===== src/rtl/encoder_with_control.sv =====
// Width-halving serializer: one double-width word in, two narrow beats out.
// Define ENCODER_HIGH_FIRST_EN to emit the upper half first.
module encoder_with_control #(
  parameter int no_of_units   = 4,
  parameter int element_width = 32
) (
  input  logic                                   clk,
  input  logic                                   reset,
  input  logic [2*element_width*no_of_units-1:0] in,
  input  logic                                   encoder_load,
  output logic                                   load_ready,
  output logic [element_width*no_of_units-1:0]   out,
  output logic                                   out_valid,
  input  logic                                   outsider_read_now,
  output logic                                   beat_is_last,
  output logic                                   word_done
);

  localparam int H = element_width * no_of_units;

  typedef enum logic [1:0] {IDLE, FIRST, SECOND} state_e;

  state_e         state_q, state_d;
  logic [H-1:0]   hold_q, hold_d;
  logic [H-1:0]   out_q, out_d;
  logic           word_done_q, word_done_d;
  logic [H-1:0]   in_lead, in_trail;
  logic           xfer, load_fire;

`ifdef ENCODER_HIGH_FIRST_EN
  assign in_lead  = in[2*H-1:H];
  assign in_trail = in[H-1:0];
`else
  assign in_lead  = in[H-1:0];
  assign in_trail = in[2*H-1:H];
`endif

  assign xfer      = out_valid && outsider_read_now;
  assign load_fire = encoder_load && load_ready;

  // NOTE: sequential state uses non-blocking assignments so every register
  // samples the pre-edge values regardless of statement order.
  always_ff @(posedge clk or posedge reset) begin
    if (reset) state_q <= IDLE;
    else       state_q <= state_d;
  end

  // NOTE: every comb output gets a default first so no path infers a latch.
  always_comb begin
    state_d = state_q;
    unique case (state_q)
      IDLE:   if (load_fire) state_d = FIRST;
      FIRST:  if (xfer)      state_d = SECOND;
      SECOND: if (xfer)      state_d = load_fire ? FIRST : IDLE;
      default:               state_d = IDLE;
    endcase
  end

  always_comb begin
    load_ready   = 1'b0;
    out_valid    = 1'b0;
    beat_is_last = 1'b0;
    unique case (state_q)
      IDLE:   load_ready = 1'b1;
      FIRST:  out_valid  = 1'b1;
      SECOND: begin
        out_valid    = 1'b1;
        beat_is_last = 1'b1;
        load_ready   = outsider_read_now;
      end
      default: ;
    endcase
  end

  // Only the trailing half needs holding; the leading half goes straight to out.
  always_comb begin
    hold_d      = hold_q;
    out_d       = out_q;
    word_done_d = (state_q == SECOND) && xfer;
    if (load_fire) begin
      hold_d = in_trail;
      out_d  = in_lead;
    end else if ((state_q == FIRST) && xfer) begin
      out_d = hold_q;
    end
  end

  always_ff @(posedge clk or posedge reset) begin
    if (reset) begin
      hold_q      <= '0;
      out_q       <= '0;
      word_done_q <= 1'b0;
    end else begin
      hold_q      <= hold_d;
      out_q       <= out_d;
      word_done_q <= word_done_d;
    end
  end

  assign out       = out_q;
  assign word_done = word_done_q;

endmodule


===== config.mk =====
export PLATFORM = sky130hd
export DESIGN_NAME = encoder_with_control
export DESIGN_NICKNAME = d
export VERILOG_FILES = /design/src/rtl/encoder_with_control.sv
export SDC_FILE = /design/constraint.sdc
export NUM_CORES = 1
export LEC_CHECK = 0
export CELL_PAD_IN_SITES_DETAIL_PLACEMENT = 0
export CELL_PAD_IN_SITES_GLOBAL_PLACEMENT = 1
export CORE_MARGIN = 2
export CORE_UTILIZATION = 44
export CTS_CLUSTER_SIZE = 40
export DETAILED_ROUTE_END_ITERATION = 8
export DONT_BUFFER_PORTS = 1
export GPL_ROUTABILITY_DRIVEN = 0
export HOLD_SLACK_MARGIN = 0.08
export PLACE_DENSITY_LB_ADDON = 0.08
export RECOVER_POWER = 25
export SYNTH_ARGS = -nofsm -noshare
export SYNTH_HDL_FRONTEND = slang
export SYNTH_SLANG_ARGS = --single-unit

===== constraint.sdc =====
create_clock -name clk -period 10.25 [get_ports clk]
set_input_delay 2.05 -clock clk [delete_from_list [all_inputs] [get_ports clk]]
set_output_delay 2.05 -clock clk [all_outputs]
set_load 0.02 [all_outputs]

==> qor.yml <==
htreeDepth: 1
synth_top_flop_cell: "dfrtp_1"
die_h_um: 171
violations: "capacitance limit, slew limit"
cts_sinks: 259
yosys_warnings: 0
synth-edff-count: 0
drive_gt1_share_pct: 61.8
syn-cell-area_mm2: 0.0123
finalMaxSlewViolations: 106
critPathArrivalTime_ns: 5.88
grt_max_degree: 122
synth.top_cell.area_share_pct: 52.8
synthTopCellsByArea: "dfrtp_1 (53%), mux2_4 (27%), mux2_2 (15%)"
whs_ns: 0.502
start_util_pct: 44.4
drt_iter0_markers: 281
synthCells: 705
period_minus_slack_ns: 5.36
max_freq_ghz: 0.187
fin_tns_setup_ns: 0
status: "finished, violations left"
critPathRequiredTime_ns: 10.77
cts_resized: 0
cts_tree: "built"
root_buffer: "clkbuf_16"
die-area_mm2: 0.0293
die_width_um: 171
wl_um: 27000
utilization_pct: 48.5
nets: 966
final_cell_mix: "dfrtp_1 (259), mux2_4 (220), mux2_2 (165)"
worstPathCellList: "clkinvlp_2 > buf_4"
maxCapViolations: 1
synthesis.nets: 970
worstSetupStartpointType: "input port"
rsz0062_at_grt: "false"
worst-setup-path-type: "in -> async"
async_flop_share_pct: 100
ys_seq_area_share_pct: 52.8
firstDrtPassIters: 4
grt_pass1_wl_um: 39500
core_area_mm2: 0.0276
cpMaxStageDelayCell: "clkinvlp_2"
yosysTopAreaCell: "dfrtp_1"
power.density_mw_per_mm2: 381
worst_slew_margin_rel_pct: -213
fillCellCount: 2417
path_clk_slew_ns: 0.06
syn_to_final_growth_pct: 9.12
ys_types: 17
synth_area_per_cell_um2: 17.4
postCtsSetupRepairBufs: 0
p_leak_uw: 0.00640
cts_max_path_buffers: 3
slowest_delay_ns: 2.53
mostFrequentLayoutCell: "dfrtp_1"
critPathBufInv: 2
numCtsBuffers: 30
fin_crit_sh_pct: 52.2
grt_pass1_vias: 6313
critPathTopFamily: "buffers and inverters"
cts_hold_buf: 0
grt_antenna_before_repair: 7
vias: 5781
end_kind: "async pin"
placementRows: 61
worstSkewPairLatency_ns: 0.54
ir_worst_vdd_mv: 0.251
drc: 0
portBuffers: 0
ioPinCount: 392
dp_hpwl_um: 18800
setup_violations: 0
grt_usage_pct: 17.7
drt-wirelength-per-cell_um: 24.4
hold_viol: 0
postRouteAntennaNets: 0
viasPerCell: 5.23
ys_ff_latch: 259
worst_pin_slew_ns: 4.67
grt-ovfl-total: 0
holdCritPathClass: "reg -> reg"
skew_ns: 0.0138
crit_path_max_fanout: 105
-- Yosys cell counts, types with 4 or more instances --
cell type,n
dfrtp_1,259
mux2_4,220
mux2_2,165
buf_6,37
ha_1,5
inv_1,5
buf_8,4
-- final cells by class --
| type | count | area (um^2) | area share, % |
|---|---|---|---|
| Timing Repair Buffer | 6 | 45.0 | 0.336 |
| Sequential cell | 259 | 6480 | 48.4 |
| Tap cell | 378 | 473 | 3.53 |
| Antenna cell | 4 | 10.0 | 0.0747 |
| Inverter | 5 | 20.0 | 0.149 |
| Clock inverter | 13 | 170 | 1.27 |
| Clock buffer | 41 | 883 | 6.59 |
| Multi-Input combinational cell | 399 | 5320 | 39.7 |
-- path summary, 6_finish.rpt --
path / startpoint / end / slack [ns] / cells past startpoint
worst max-delay path: reset / out[1] / 4.89 / 2
worst min-delay path: hold_q[114] / hold_q[114] / 0.50 / 1
worst max register to register: state_q[0] / hold_q[68] / 6.57 / 6
worst min register to register: hold_q[114] / hold_q[114] / 0.50 / 1
max in group clk: outsider_read_now / load_ready / 5.85 / 1
min in group asynchronous: reset / hold_q[107] / 2.75 / 1
-- where the power goes --
part / total, uW / leakage, uW / internal, uW / switching, uW
sequential: 2250 / 0.00304 / 1550 / 698
combinational: 1730 / 0.00283 / 1200 / 531
clock: 1120 / 0.000520 / 698 / 419
-- through the flow --
step / area [um^2] / setup slack, ns / std cells / power, uW
floorplan: 12300 / 1.07 / 705 / 3760
global placement: 12300 / 5.54 / 1047 / 3940
detailed placement: 12300 / 5.43 / 1047 / 4020
CTS: 13400 / 5.85 / 1101 / 5170
global route: 13400 / 4.04 / 1101 / 5380
finish: 13400 / 4.89 / 1105 / 5100
-- logic make-up after synthesis --
| family | share of synthesized area (%) |
|---|---|
| AO/OA/AOI/OAI | 0.245 |
| adder cells (fa/ha/maj) | 0.510 |
| flip-flops | 52.8 |
| buffers and inverters | 4.10 |
| multiplexers | 42.1 |
| AND/OR/NAND/NOR | 0.245 |
-- flip-flops by register name, summed over array words and instances, names as in the netlist --
register   cells
out          128
hold_q       128
state_q        2
word_done      1
-- metal layers --
layer	part of all wire, %	global-route usage (%)	vias to the layer above	wire length [um]
li1	-	-	2510	-
met1	36	19.5	2971	9640
met2	50	30.2	253	13400
met3	13	9.55	39	3440
met4	1.5	3.46	8	414
met5	0.17	0	-	47
(Power assumes the default switching activity.)
